<file path="config.mk">
export PLATFORM = sky130hd
export DESIGN_NAME = div_unit
export DESIGN_NICKNAME = d
export VERILOG_FILES = /design/src/rtl/div_pkg.sv /design/src/rtl/div_step.sv /design/src/rtl/div_unit.sv
export SDC_FILE = /design/constraint.sdc
export NUM_CORES = 1
export LEC_CHECK = 0
export ABC_AREA = 1
export CAP_MARGIN = 20
export CORE_ASPECT_RATIO = 0.75
export CORE_MARGIN = 2
export CORE_UTILIZATION = 45
export DETAILED_ROUTE_END_ITERATION = 8
export PLACE_DENSITY = 0.8
export SYNTH_ARGS = -nofsm -noshare
export SYNTH_HDL_FRONTEND = slang
export SYNTH_SLANG_ARGS = --single-unit
</file>
<file path="constraint.sdc">
create_clock -name clk -period 2 [get_ports clk]
set_input_delay 0.4 -clock clk [delete_from_list [all_inputs] [get_ports clk]]
set_output_delay 0.4 -clock clk [all_outputs]
set_load 0.02 [all_outputs]
</file>
<file path="src/rtl/div_pkg.sv">
// rtl/div_pkg.sv - shared types and sizing constants for the iterative divider.
package div_pkg;

    localparam int DIV_WIDTH = 32;

    // Iteration counter must represent 0..w-1.
    function automatic int cnt_width(input int w);
        return (w > 1) ? $clog2(w) : 1;
    endfunction

    localparam int DIV_CNT_W = cnt_width(DIV_WIDTH);

    typedef enum logic [1:0] {
        ST_IDLE = 2'd0,
        ST_RUN  = 2'd1,
        ST_DONE = 2'd2
    } div_state_e;

endpackage

</file>
<file path="src/rtl/div_step.sv">
// rtl/div_step.sv - one restoring shift / trial-subtract / restore iteration.
module div_step
    import div_pkg::*;
#(
    parameter int WIDTH = DIV_WIDTH
) (
    input  logic [WIDTH-1:0] i_rem,
    input  logic [WIDTH-1:0] i_divisor,
    input  logic             i_bit,
    output logic [WIDTH-1:0] o_rem,
    output logic             o_qbit
);

    logic [WIDTH:0] w_shift;
    logic [WIDTH:0] w_trial;

    assign w_shift = {i_rem, i_bit};
    assign w_trial = w_shift - {1'b0, i_divisor};

    // Partial remainder stays below the divisor, so bit WIDTH of the trial is a clean borrow.
    assign o_qbit = ~w_trial[WIDTH];
    assign o_rem  = o_qbit ? w_trial[WIDTH-1:0] : w_shift[WIDTH-1:0];

endmodule

</file>
<file path="src/rtl/div_unit.sv">
// rtl/div_unit.sv - multi-cycle restoring divider; DIV_SIGNED_EN builds in signed support.
module div_unit
    import div_pkg::*;
#(
    parameter int WIDTH = DIV_WIDTH
) (
    input  logic             clk,
    input  logic             rst,
    input  logic             start,
    input  logic             is_signed,
    input  logic [WIDTH-1:0] dividend,
    input  logic [WIDTH-1:0] divisor,
    output logic             busy,
    output logic             done,
    output logic [WIDTH-1:0] quotient,
    output logic [WIDTH-1:0] remainder,
    output logic             div_by_zero
);

    localparam int CNT_W = cnt_width(WIDTH);

    div_state_e       r_state;
    div_state_e       w_next;
    logic [CNT_W-1:0] r_cnt;
    logic [WIDTH-1:0] r_dvd;
    logic [WIDTH-1:0] r_rem;
    logic [WIDTH-1:0] r_dsr;

    logic [WIDTH-1:0] w_dvd_mag;
    logic [WIDTH-1:0] w_dsr_mag;
    logic [WIDTH-1:0] w_step_rem;
    logic             w_qbit;
    logic [WIDTH-1:0] w_q_mag;
    logic [WIDTH-1:0] w_r_mag;
    logic [WIDTH-1:0] w_q_out;
    logic [WIDTH-1:0] w_r_out;
    logic             w_last;

    div_step #(.WIDTH(WIDTH)) u_step (
        .i_rem     (r_rem),
        .i_divisor (r_dsr),
        .i_bit     (r_dvd[WIDTH-1]),
        .o_rem     (w_step_rem),
        .o_qbit    (w_qbit)
    );

    assign w_q_mag = {r_dvd[WIDTH-2:0], w_qbit};
    assign w_r_mag = w_step_rem;
    assign w_last  = (r_cnt == CNT_W'(WIDTH - 1));

`ifdef DIV_SIGNED_EN
    logic w_dvd_neg;
    logic w_dsr_neg;
    logic r_neg_q;
    logic r_neg_r;

    assign w_dvd_neg = is_signed & dividend[WIDTH-1];
    assign w_dsr_neg = is_signed & divisor[WIDTH-1];
    assign w_dvd_mag = w_dvd_neg ? -dividend : dividend;
    assign w_dsr_mag = w_dsr_neg ? -divisor : divisor;
    // Most-negative / -1 falls out naturally: magnitude 2^(W-1) negates to itself.
    assign w_q_out   = r_neg_q ? -w_q_mag : w_q_mag;
    assign w_r_out   = r_neg_r ? -w_r_mag : w_r_mag;

    always_ff @(posedge clk) begin
        if (rst) begin
            r_neg_q <= 1'b0;
            r_neg_r <= 1'b0;
        end else if (r_state == ST_IDLE && start) begin
            r_neg_q <= w_dvd_neg ^ w_dsr_neg;
            r_neg_r <= w_dvd_neg;
        end
    end
`else
    logic w_unused_sign;

    assign w_unused_sign = is_signed;
    assign w_dvd_mag     = dividend;
    assign w_dsr_mag     = divisor;
    assign w_q_out       = w_q_mag;
    assign w_r_out       = w_r_mag;
`endif

    always_comb begin
        w_next = r_state;
        case (r_state)
            ST_IDLE: begin
                if (start) begin
                    w_next = (divisor == '0) ? ST_DONE : ST_RUN;
                end
            end
            ST_RUN: begin
                if (w_last) begin
                    w_next = ST_DONE;
                end
            end
            ST_DONE: w_next = ST_IDLE;
            default: w_next = ST_IDLE;
        endcase
    end

    always_ff @(posedge clk) begin
        if (rst) begin
            r_state     <= ST_IDLE;
            r_cnt       <= '0;
            r_dvd       <= '0;
            r_rem       <= '0;
            r_dsr       <= '0;
            quotient    <= '0;
            remainder   <= '0;
            div_by_zero <= 1'b0;
        end else begin
            r_state <= w_next;
            case (r_state)
                ST_IDLE: begin
                    if (start) begin
                        if (divisor == '0) begin
                            quotient    <= '1;
                            remainder   <= dividend;
                            div_by_zero <= 1'b1;
                        end else begin
                            r_dvd <= w_dvd_mag;
                            r_dsr <= w_dsr_mag;
                            r_rem <= '0;
                            r_cnt <= '0;
                        end
                    end
                end
                ST_RUN: begin
                    r_dvd <= w_q_mag;
                    r_rem <= w_step_rem;
                    r_cnt <= r_cnt + 1'b1;
                    if (w_last) begin
                        quotient    <= w_q_out;
                        remainder   <= w_r_out;
                        div_by_zero <= 1'b0;
                    end
                end
                default: ;
            endcase
        end
    end

    assign busy = (r_state != ST_IDLE);
    assign done = (r_state == ST_DONE);

endmodule

</file>
==> results.py <==
metrics = {
    "status": {
        "status": "finished, violations left",
        "violations": "setup timing",
    },
    "finish": {
        "postLayoutCellArea_sq_um": 15040,
        "final_cell_mix": "nand2_1 (435), inv_1 (332), buf_4 (184)",
        "n_antenna_cell": 0,
        "nets": 2038,
        "areaGrowthSynthToFinish_pct": 44.95,
        "drive_gt1_share_pct": 21.69,
        "final_common_cell": "nand2_1",
        "utilization_pct": 65.89,
    },
    "sta": {
        "maxSlewHeadroom_pct": 47.07,
        "hold_ws_ns": 0.3484,
        "worst_slew_pin_slew_ns": 0.7940,
        "rsz0062_at_grt": "true",
        "hold_viol": 0,
        "finClkSkew_ns": 0.007831,
        "min_period_ns": 2.388,
        "timing.final.ws_setup_ns": -0.3881,
        "min_period_over_period_pct": 119.4,
        "setup_viol_count_final": 66,
        "fmax_mhz": 418.8,
        "maxSlewViolCount": 0,
    },
    "cts": {
        "insertion_delay_ns": 0.45,
        "cts_made_buffers": 17,
        "ctsHoldBuffers": 0,
        "ctsHtreeMaxLevel": 4,
        "cts.sinks": 168,
        "cts_tree": "yes",
        "root_buffer": "clkbuf_16",
        "clk_path_buf_depth": 2,
        "path_clk_slew_ns": 0.07,
    },
    "routing": {
        "drt_first_pass_iters": 6,
        "vias": 11400,
        "via_per_inst": 5.077,
        "drt-total-wl_mm": 35.42,
        "drtIter0Drc": 1022,
        "drc": 0,
        "antenna_left": 0,
        "wl_per_cell_um": 15.77,
    },
    "floorplanning": {
        "fp-row-count": 48,
        "die_w_um": 179.3,
        "core_sq_um": 22820,
        "fp.dieH_um": 135.5,
        "initial_core_util_pct": 45.46,
        "pin_count": 135,
        "dieArea_sq_um": 24300,
    },
    "power": {
        "total_leakage_power_nw": 7.894,
        "p_total_mw": 10.95,
        "cellPowerDensity_nw_per_um2": 728.3,
        "ir_drop_v": 0.0005237,
    },
    "grt": {
        "antenna_found_initial": 0,
        "grt_start_max_net_pins": 80,
        "grt_pass1_wl_mm": 52.50,
        "grt_pass1_vias": 10520,
        "grt.overflow.total": 0,
        "grtUsageTotal_pct": 27.92,
    },
    "critical_path": {
        "crit_path_start": "r_dvd[31]",
        "worstPathArrival_ns": 2.78,
        "worstSetupStartpointType": "flip-flop",
        "critPathKind": "flip-flop to flip-flop",
        "required_ns": 2.39,
        "r2r_start": "r_dvd[31]",
        "crit_fanout": 8,
        "worstSetupEndpointType": "flip-flop",
    },
    "worst_hold_path": {
        "hold_path_class": "input port to flip-flop",
        "hold_start": "divisor[1]",
    },
    "yosys": {
        "yosys_warnings": 0,
        "synthesis.area_sq_um": 10370,
        "async_flop_share_pct": 0,
        "syn-mean-instance-area_sq_um": 6.333,
        "synthDistinctLibCells": 39,
        "synth-seq-cells": 168,
        "yosysSeqAreaShare_pct": 32.42,
        "syn-num-nets": 1741,
        "synth_edf_count": 0,
        "synth_cells": 1638,
        "ys.flop_type": "dfxtp_1",
    },
    "run": {
        "cap_violations": 0,
    },
    "place": {
        "post_dp_cell_area_sq_um": 13410,
        "dpl.hpwl_mm": 24.02,
        "gp_congestion": 0.9453,
        "io_buffers": 133,
    },
}
==> cells by family after synthesis <==
logic type	synth area share, %
xor+xnor	1.266
fa+ha+maj	4.294
buf+inv	16.03
flops	32.42
compound gates	13.97
simple gates	32.02
==> metrics by stage <==
step                      std cells  TNS [ns]  worst slack (ns)
after floorplan                1638    -5.380          -0.09487
after global placement         2195   -118.34           -0.8335
after detailed placement       2195   -108.36           -0.7809
after CTS                      2241    -20.20           -0.3752
after global routing           2246    -28.77           -0.5303
final                          2246    -21.07           -0.3881
==> path summary, 6_finish.rpt <==
kind                            cells past startpoint  slack (ns)            to
worst max-delay path                               19       -0.39      r_rem[9]
worst min-delay path                                3        0.35      r_dsr[1]
worst min register to register                      2        0.46  quotient[10]
worst max register to register                     19       -0.39      r_rem[9]
==> sequential cells by signal, summed over array words and instances (netlist names) <==
signal       flops
quotient        32
r_cnt            5
div_by_zero      1
r_dvd           32
r_dsr           32
r_rem           32
remainder       32
r_state          2
==> synth_stat cells, types with 2 or more instances <==
cell type    n  share of area, %
buf_6        2              0.22
xor2_1      14               1.2
o211a_1      9              0.87
clkbuf_1    28               1.0
ha_1        34               4.1
and2_1       5              0.30
o21ai_0     76               3.7
nand3_2     39               3.8
buf_1        6              0.22
buf_2       31               1.5
nand3_1    130               6.3
inv_1      337                12
o21bai_1    32               2.3
nand2_2      7              0.42
nor2_1      87               3.1
nor4_1       3              0.18
nor2_2       7              0.42
a21oi_1    139               6.7
dfxtp_1    168                32
buf_12       2              0.39
nor3_1       8              0.39
nand2_1    444                16
or2_1        2              0.12
nand2_4      2              0.22
buf_8        2              0.29
inv_2        3              0.11
nand4_1      8              0.48
a21o_1       2              0.14
==> repair_timing <==
item                                    in CTS  in global routing
endpoints found under the setup margin     169                149
buffers inserted                             9                  2
pin swaps                                   35                 45
hold endpoints to repair                     0                  0
gates resized for setup                     78                 93
cloned                                       7                  4
==> layer usage <==
metal | share of wire, % | GRT usage (%)
met1 | 45 | 38.20
met2 | 45 | 44.85
met3 | 7.4 | 5.247
met4 | 2.3 | 7.975
met5 | 0 | 0
==> layout make-up <==
class | count | area [sq um]
Multi-Input combinational cell | 1057 | 6032
Tap cell | 300 | 375.4
Inverter | 341 | 1280
Fill cell | 1847 | 7785
Timing Repair Buffer | 350 | 3388
Clock inverter | 8 | 121.4
Clock buffer | 22 | 474.2
Sequential cell | 168 | 3366
==> critical path: stages (launching register included) <==
cell and delay [ns]:
dfxtp_2 0.34, inv_2 0.05, ha_4 0.17, fa_2 0.35, inv_2 0.08, nand2_2 0.06
nand2_2 0.08, nand3_2 0.08, nand2_4 0.10, nand2_4 0.06, nand2_4 0.07, nand2_4 0.09
nand2_4 0.10, nand2_4 0.07, nand2_8 0.12, buf_12 0.15, nand3_1 0.12, nand3_1 0.12
nand2_1 0.08, inv_1 0.06
==> power breakdown <==
group,leakage [nW],switching [mW],internal (mW)
clock,0.292,1.40,2.05
combinational,6.22,2.06,1.59
sequential,1.38,0.189,3.67
total,7.89,3.65,7.30
Note: power is estimated with default switching activity, not from simulation.
